## src/rtl/rcv_arbiter.sv

```systemverilog
// Round-robin arbiter sharing one registered byte port between two REQ/ACK receive channels.
// Optional grant counters (cnt0/cnt1) are built when RCV_ARB_STATS_EN is defined.
module rcv_arbiter #(
  parameter int unsigned DATA_W  = 8,
  parameter int unsigned TIMEOUT = 255,
  parameter int unsigned TMR_W   = 16
) (
  input  logic              clk,
  input  logic              clr,
  input  logic              req0,
  input  logic [DATA_W-1:0] data0,
  output logic              ack0,
  input  logic              req1,
  input  logic [DATA_W-1:0] data1,
  output logic              ack1,
  output logic              out_valid,
  output logic [DATA_W-1:0] out_data,
  output logic              out_ch,
  input  logic              out_ready,
  output logic [1:0]        hs_err,
  input  logic              err_clr
`ifdef RCV_ARB_STATS_EN
  ,
  output logic [15:0]       cnt0,
  output logic [15:0]       cnt1
`endif
);

  localparam logic [TMR_W-1:0] TimeoutLast = TMR_W'(TIMEOUT - 1);

  typedef enum logic [0:0] {StIdle, StWaitRel} state_e;

  state_e              state_q, state_d;
  logic                ack0_q, ack0_d;
  logic                ack1_q, ack1_d;
  logic                out_valid_q, out_valid_d;
  logic [DATA_W-1:0]   out_data_q, out_data_d;
  logic                out_ch_q, out_ch_d;
  logic [1:0]          hs_err_q, hs_err_d;
  logic                last_grant_q, last_grant_d;
  logic [TMR_W-1:0]    timer_q, timer_d;
`ifdef RCV_ARB_STATS_EN
  logic [15:0]         cnt0_q, cnt0_d;
  logic [15:0]         cnt1_q, cnt1_d;
`endif

  logic slot_free;
  logic grant;
  logic gnt_ch;
  logic granted_req;
  logic timeout_hit;

  // The slot can be refilled in the same cycle the consumer takes the current byte.
  assign slot_free   = ~out_valid_q | out_ready;
  assign grant       = (state_q == StIdle) & slot_free & (req0 | req1);
  assign gnt_ch      = (req0 & req1) ? ~last_grant_q : req1;
  assign granted_req = last_grant_q ? req1 : req0;
  assign timeout_hit = (timer_q == TimeoutLast);

  always_ff @(posedge clk) begin
    if (!clr) begin
      state_q      <= StIdle;
      ack0_q       <= 1'b0;
      ack1_q       <= 1'b0;
      out_valid_q  <= 1'b0;
      out_data_q   <= '0;
      out_ch_q     <= 1'b0;
      hs_err_q     <= 2'b00;
      last_grant_q <= 1'b1;
      timer_q      <= '0;
`ifdef RCV_ARB_STATS_EN
      cnt0_q       <= 16'd0;
      cnt1_q       <= 16'd0;
`endif
    end else begin
      state_q      <= state_d;
      ack0_q       <= ack0_d;
      ack1_q       <= ack1_d;
      out_valid_q  <= out_valid_d;
      out_data_q   <= out_data_d;
      out_ch_q     <= out_ch_d;
      hs_err_q     <= hs_err_d;
      last_grant_q <= last_grant_d;
      timer_q      <= timer_d;
`ifdef RCV_ARB_STATS_EN
      cnt0_q       <= cnt0_d;
      cnt1_q       <= cnt1_d;
`endif
    end
  end

  always_comb begin
    state_d = state_q;
    unique case (state_q)
      StIdle: begin
        if (grant) state_d = StWaitRel;
      end
      StWaitRel: begin
        if (!granted_req || timeout_hit) state_d = StIdle;
      end
    endcase
  end

  always_comb begin
    ack0_d       = ack0_q;
    ack1_d       = ack1_q;
    out_valid_d  = out_valid_q;
    out_data_d   = out_data_q;
    out_ch_d     = out_ch_q;
    hs_err_d     = hs_err_q;
    last_grant_d = last_grant_q;
    timer_d      = timer_q;
`ifdef RCV_ARB_STATS_EN
    cnt0_d       = cnt0_q;
    cnt1_d       = cnt1_q;
`endif

    if (out_valid_q && out_ready) out_valid_d = 1'b0;
    // A timeout below overrides this clear for its own bit.
    if (err_clr) hs_err_d = 2'b00;

    unique case (state_q)
      StIdle: begin
        if (grant) begin
          out_valid_d  = 1'b1;
          out_data_d   = gnt_ch ? data1 : data0;
          out_ch_d     = gnt_ch;
          ack0_d       = ~gnt_ch;
          ack1_d       = gnt_ch;
          last_grant_d = gnt_ch;
          timer_d      = '0;
`ifdef RCV_ARB_STATS_EN
          if (gnt_ch) cnt1_d = cnt1_q + 16'd1;
          else        cnt0_d = cnt0_q + 16'd1;
`endif
        end
      end
      StWaitRel: begin
        if (!granted_req) begin
          ack0_d = 1'b0;
          ack1_d = 1'b0;
        end else if (timeout_hit) begin
          ack0_d                 = 1'b0;
          ack1_d                 = 1'b0;
          hs_err_d[last_grant_q] = 1'b1;
        end else begin
          timer_d = timer_q + 1'b1;
        end
      end
    endcase
  end

  assign ack0      = ack0_q;
  assign ack1      = ack1_q;
  assign out_valid = out_valid_q;
  assign out_data  = out_data_q;
  assign out_ch    = out_ch_q;
  assign hs_err    = hs_err_q;
`ifdef RCV_ARB_STATS_EN
  assign cnt0      = cnt0_q;
  assign cnt1      = cnt1_q;
`endif

endmodule
```

## config.mk

```make
export PLATFORM = sky130hd
export DESIGN_NAME = rcv_arbiter
export DESIGN_NICKNAME = d
export VERILOG_FILES = /design/src/rtl/rcv_arbiter.sv
export SDC_FILE = /design/constraint.sdc
export NUM_CORES = 1
export LEC_CHECK = 0
export ABC_AREA = 1
export CAP_MARGIN = 20
export CORE_MARGIN = 2
export CORE_UTILIZATION = 40
export DETAILED_ROUTE_END_ITERATION = 10
export PLACE_DENSITY_LB_ADDON = 0.12
export SETUP_SLACK_MARGIN = 0.05
export SLEW_MARGIN = 20
export SYNTH_ARGS = -nofsm -noshare
export SYNTH_HDL_FRONTEND = slang
export SYNTH_SLANG_ARGS = --single-unit
```

## constraint.sdc

```tcl
create_clock -name clk -period 1.6 [get_ports clk]
set_input_delay 0.24 -clock clk [delete_from_list [all_inputs] [get_ports clk]]
set_output_delay 0.24 -clock clk [all_outputs]
set_load 0.005 [all_outputs]
```

==> impl_metrics.ini, run 1 <==
[floorplanning]
die_w_microns = 68.5
die-area_sq_mm = 0.00469
start_util_pct = 41.5
pin_count = 36
row_count = 23
core-area_sq_mm = 0.00400
die_h_microns = 68.5

[timing]
clock.fmax_ghz = 0.675
fin_crit_sh_pct = 92.6
skew_ns = 0.00761
setup_viol = 0
slew-limit-headroom_pct = 74.5
rsz0062_at_grt = yes
hold_slack_ns = 0.465
hold_viol = 0
min_period_ns = 1.48
slew_violations = 0
tightestPinTransition_ns = 0.383
tns_ns = 0

[logic_synthesis]
syn-cell-area_sq_mm = 0.00166
syn-num-nets = 273
synth-edff-count = 0
syn_area_per_cell_sq_um = 6.67
yosys_warnings = 0
ys_seq_elements = 32
yosysSeqAreaShare_pct = 38.6
ys.flop_type = dfxtp_1
synth.distinct_cells = 28
async_reset_ff_share_pct = 0
postSynthCellCount = 249

[critical_path]
crit_required_ns = 1.76
cpMaxStageDelayCell = dfxtp_4
path_cells = inv_1 -> ha_1 -> nand2_1 -> nor2_4 -> nand2_4 -> nand2_8 -> buf_4 -> nor3_2 -> a21o_1
arrival_ns = 1.65
slowest_delay_ns = 0.37
cp-start-kind = flop
critPathTopFamily = simple AND/OR/NAND/NOR gates
worstSetupPathType = flop to flop
cp-end-kind = flop
reg2reg_depth = 9
path_depth = 9
path_buf_inv = 2
cp_max_fo = 7

[finish]
antenna_cells = 0
fin_nets = 326
fin_area_sq_mm = 0.00235
layout_common_cells = nand2_1 (74), clkdlybuf4s50_1 (35), a21oi_1 (34)
nFillCells = 390
final_common_cell = nand2_1
area_delta_synth_final_pct = 41.2
fin_cells = 353
drive_gt1_share_pct = 16.8

[route]
vias = 1740
drc = 0
drt-pass1-iter-count = 4
wl_microns = 4390
viasPerCell = 4.93
drt_iter0_drc = 78
antenna_left = 0
routedWlPerCell_microns = 12.4

[worst_hold_path]
hold_path.class = flop to flop
hold_path_depth = 2

[cts]
clockBufferDepth = 2
clk_pin_slew_worst_paths_ns = 0.07
clock-sinks = 32
clkLatencyLatePin_ns = 0.28
cts_htree_levels = 2
ctsRootBufferMaster = clkbuf_8
cts_tree = yes
cts_buffers = 5
cts_hold_buf = 0

[grt]
grt_start_max_net_pins = 14
grt_overflow = 0
grt_pass1_wl_microns = 7230
grt_usage_pct = 20.4
antenna_found_initial = 0
grt_pass1_vias = 1630

[power_and_ir_drop]
leakagePower_nw = 0.994
peakVddDrop_mv = 0.463
pwr_density_cell_mw_per_mm2 = 821

[placed_design]
port_buffers = 35
dpl_cell_area_sq_mm = 0.00214
dp_cells = 341
dpl.hpwl_microns = 3170
place_congestion = 0.858

[job]
max_cap_viol_count = 0

[status]
status = finished, final reports clean
worst reg2reg max path, delay by kind of cell, from the launching register on:
| kind | cells | cell delay, ns |
|---|---|---|
| buffers and inverters | 2 | 0.23 |
| AND/OR/NAND/NOR | 5 | 0.47 |
| AO/OA/AOI/OAI | 1 | 0.15 |
| flip-flops | 1 | 0.37 |
| adder cells (fa/ha/maj) | 1 | 0.15 |
metal layers:
layer  vias up  routed length (microns)  share of wire [%]  track usage, %
met5         -                        0                  0               0
met4         0                       53                1.2            6.50
met3         6                      181                4.1            4.61
met2        44                     2160                 49            33.5
met1       792                     1990                 45            26.2
li1        898                        -                  -               -
cells in the mapped netlist (all sizes together) (2+ instances only):
cell	count	area, sq um
nand3	9	50.1
inv	27	101
buf	3	21.3
ha	2	25.0
nor2	28	115
nor3	2	10.0
clkbuf	3	12.5
nand4	4	25.0
o21ai	12	60.1
xor2	3	26.3
a21oi	36	195
nand2	83	344
dfxtp	32	641
sequential cells by signal, indices dropped and copies added, names as in the netlist:
register      count
ack0              1
ack1              1
hs_err            2
last_grant_q      1
out_ch            1
out_data          8
out_valid         1
state_q           1
timer_q          16
report_power, final:
group	switching, mW	internal, mW
Combinational	0.216	0.202
Sequential	0.0314	0.840
Clock	0.294	0.343
Total	0.542	1.38
cells by family after synthesis:
group                      Yosys count  synth area share (%)
and+or+nand+nor                    126                  32.8
xor gates and xnor gates             4                  2.11
adders and majority gates            2                  1.51
buffers and inverters               34                  8.36
AOI/OAI and AO/OA                   51                  16.7
DFF                                 32                  38.6
stage by stage:
step / power, mW / util, % / setup slack (ns)
3_5_place_dp: 1.27 / 53.5 / -0.0553
2_1_floorplan: 1.08 / - / 0.169
4_1_cts: 1.91 / 55.9 / 0.0583
5_1_grt: 2.02 / 58.6 / 0.0308
6_report: 1.93 / 58.6 / 0.119
3_3_place_gp: 1.27 / 53.5 / -0.0496
path summary, 6_finish.rpt:
kind               from          to  slack (ns)
max          timer_q[0]  timer_q[1]        0.12
min           hs_err[1]   hs_err[1]        0.47
min reg2reg   hs_err[1]   hs_err[1]        0.47
max reg2reg  timer_q[0]  timer_q[1]        0.12
area by class of cell:
class	count	area, sq um	share of cell area [%]
clock buffer	6	82.6	3.52
clock inverter	2	10.0	0.427
inverter	28	113	4.80
multi-input combinational	184	958	40.9
sequential	32	649	27.7
tap	50	62.6	2.67
timing repair buffer	51	470	20.1
what timing repair did:
action,CTS,global route
gates resized for setup,2,23
buffers inserted,0,3
gates cloned,0,1
setup endpoints to repair,7,15
pin swaps,0,7
Power figures use the tool's default switching activity.
==> run 2: changes to the inputs <==
--- a/config.mk
+++ b/config.mk
@@ -7,3 +7,3 @@
 export LEC_CHECK = 0
-export ABC_AREA = 1
+export ABC_AREA = 0
 export CAP_MARGIN = 20
@@ -14,3 +14,2 @@
 export SETUP_SLACK_MARGIN = 0.05
-export SLEW_MARGIN = 20
 export SYNTH_ARGS = -nofsm -noshare
--- a/constraint.sdc
+++ b/constraint.sdc
@@ -3,2 +3,2 @@
 set_output_delay 0.24 -clock clk [all_outputs]
-set_load 0.005 [all_outputs]
+set_load 0.05 [all_outputs]
==> run 2 against run 1 <==
Effect of this change:
- die area increased by 1.7%
- synthesized cell count decreased by 22%
- the run now ends with negative setup slack left
- register-to-register slack got worse by 0.41 ns
- highest routed layer unchanged
- critical path type unchanged
- maximum frequency decreased by 22%
- global-route usage increased by 0.31 points
- critical path depth decreased by 1
- clock power increased by 35%
- sequential share of layout area decreased by 2.1 points
- setup slack got worse by 0.41 ns
==> impl_metrics.ini, run 2 <==
[route]
viasPerCell = 5.43
drt_iter0_drc = 71
antenna_left = 0
wl_microns = 4810
vias = 1727
routedWlPerCell_microns = 15.1
drc = 0
drt-pass1-iter-count = 4

[logic_synthesis]
synthTopCellsByCount = dfxtp_1 (32), nand2_1 (19), nor2_1 (15)
yosys_warnings = 0
syn_area_per_cell_sq_um = 8.72
ys_seq_elements = 32
yosysTopAreaCell = dfxtp_1
ys_top_cells_by_area = dfxtp_1 (38%), mux2i_1 (4.7%), nand2_1 (4.2%)
synth.most_common_cell = dfxtp_1
syn-num-nets = 218
async_reset_ff_share_pct = 0
syn-cell-area_sq_mm = 0.00169
synth.distinct_cells = 52
postSynthCellCount = 194
yosysSeqAreaShare_pct = 37.9
synth_top_cell_area_share_pct = 37.9
synth-edff-count = 0
ys.flop_type = dfxtp_1

[cts]
clockBufferDepth = 2
cts_tree = yes
clkLatencyLatePin_ns = 0.28
cts_buffers = 5
ctsRootBufferMaster = clkbuf_8
cts_hold_buf = 0
cts_htree_levels = 2
clock-sinks = 32
clk_pin_slew_worst_paths_ns = 0.07

[finish]
utilization_pct = 62.5
area_delta_synth_final_pct = 49.0
layout_common_cells = buf_4 (51), dfxtp_1 (28), clkdlybuf4s50_1 (21)
top_register = timer_q
drive_gt1_share_pct = 35.8
regArea_sq_um = 646
largest_register_ffs = 16
multiInputGateArea_sq_mm = 0.00103
final_common_cell = buf_4
antenna_cells = 0
nFillCells = 362
fin_nets = 291

[worst_hold_path]
hold_path.class = flop to flop
hold_path_depth = 2

[critical_path]
cp-end-kind = flop
arrival_ns = 2.07
path_buf_inv = 2
reg2reg_depth = 8
critPathTopFamily = simple AND/OR/NAND/NOR gates
cp-start-kind = flop
worstSetupPathType = flop to flop
crit_required_ns = 1.78
cp_max_fo = 7
cpMaxStageDelayCell = or4b_4
path_cells = inv_2 -> ha_4 -> or4b_4 -> nor4_4 -> buf_4 -> or2_4 -> nor3_2 -> o21a_1
path_depth = 8
slowest_delay_ns = 0.46

[floorplanning]
pin_count = 36
die-area_sq_mm = 0.00477
die_w_microns = 69.0
row_count = 23
die_h_microns = 69.0
core-area_sq_mm = 0.00403
start_util_pct = 42.0

[timing]
setup_slack_ns = -0.292
slew_violations = 0
hold_viol = 0
tns_ns = -4.82
slew-limit-headroom_pct = 61.0
min_period_ns = 1.89
clock.fmax_ghz = 0.528
tightestPinTransition_ns = 0.583
setup_viol = 21
fin_crit_sh_pct = 118
rsz0062_at_grt = yes
skew_ns = 0.00433

[grt]
grt_start_max_net_pins = 20
grt_overflow = 0
grt_usage_pct = 20.7
grt_pass1_wl_microns = 8070
grt_pass1_vias = 1747
antenna_found_initial = 0

[placed_design]
dpl.hpwl_microns = 3420
place_congestion = 0.790
port_buffers = 35
dp_slack_ns = -0.374

[status]
violations = negative setup slack
status = complete, but fails checks

[power_and_ir_drop]
leakagePower_nw = 0.976
peakVddDrop_mv = 0.535
pwr_density_cell_mw_per_mm2 = 908

[job]
max_cap_viol_count = 0
run 2: cell types whose count changed after synthesis, sizes merged, moves of 4 or more:
cell / previous run / this run
nand2: 83 / 19
a21oi: 36 / 8
inv: 27 / 5
nor2: 28 / 15
a211oi: 0 / 8
mux2i: 0 / 8
o21ai: 12 / 6
a31oi: 0 / 5
o22ai: 0 / 5
a21boi: 0 / 4
nand3b: 0 / 4
nand4: 4 / 8
nor3: 2 / 6
or4: 0 / 4
run 2: cell families after synthesis:
logic type | Yosys count | synth area share (%)
XOR/XNOR | 1 | 0.518
multiplexers | 8 | 4.73
buffers and inverters | 15 | 6.43
adder cells (fa/ha/maj) | 2 | 1.48
AND/OR/NAND/NOR | 89 | 29.8
flip-flops | 32 | 37.9
AO/OA/AOI/OAI | 47 | 19.2
run 2: metal layers:
metal / wire length [microns] / global-route usage (%)
met1: 2170 / 25.0
met2: 2350 / 34.7
met3: 189 / 4.24
met4: 106 / 10.0
met5: 0 / 0
run 2: final timing paths:
kind,start,to,slack (ns)
min reg2reg,out_ch,out_ch,0.46
max,timer_q[0],timer_q[9],-0.29
max reg2reg,timer_q[0],timer_q[9],-0.29
min,out_ch,out_ch,0.46
run 2: repair_timing:
| action | in CTS | in global routing |
|---|---|---|
| resized for setup | 9 | 12 |
| endpoints found under the setup margin | 21 | 21 |
| hold endpoints to repair | 0 | 0 |
| cloned | 1 | 0 |
| pin swaps | 7 | 5 |
| buffers inserted | 2 | 1 |
run 2: report_power, final:
| part | internal (mW) | total (mW) | switching, mW |
|---|---|---|---|
| combinational | 0.240 | 0.563 | 0.323 |
| clock | 0.549 | 0.860 | 0.311 |
| sequential | 0.839 | 0.864 | 0.0250 |
| total | 1.63 | 2.29 | 0.659 |
run 2: layout make-up:
cell class                      count  share of cell area (%)
Multi-Input combinational cell    148                    40.9
Sequential cell                    32                    25.6
Timing Repair Buffer               75                    25.2
Clock buffer                        7                    3.82
Tap cell                           50                    2.48
Clock inverter                      1                    1.19
Inverter                            5                   0.745
run 2: per-stage QoR:
stage | power, mW | instance area [sq um] | hold slack (ns) | std cells
after detailed placement | 1.40 | 2280 | 0.458 | 306
after CTS | 2.28 | 2460 | 0.467 | 317
final | 2.29 | 2520 | 0.460 | 318
after global placement | 1.39 | 2280 | 0.443 | 306
after global routing | 2.38 | 2520 | 0.508 | 318
after floorplan | 1.19 | 1700 | 0.401 | 194
run 2: worst min-delay path, cell delays in order, from the launching register on:
cell,delay (ns)
dfxtp_1,0.31
nand2_1,0.05
a21oi_1,0.06
==> run 3: changes to the inputs <==
CAP_MARGIN = unset   (was 20)
==> results of run 3 <==
Final layout, timing and power as in run 2 (identical DEF).
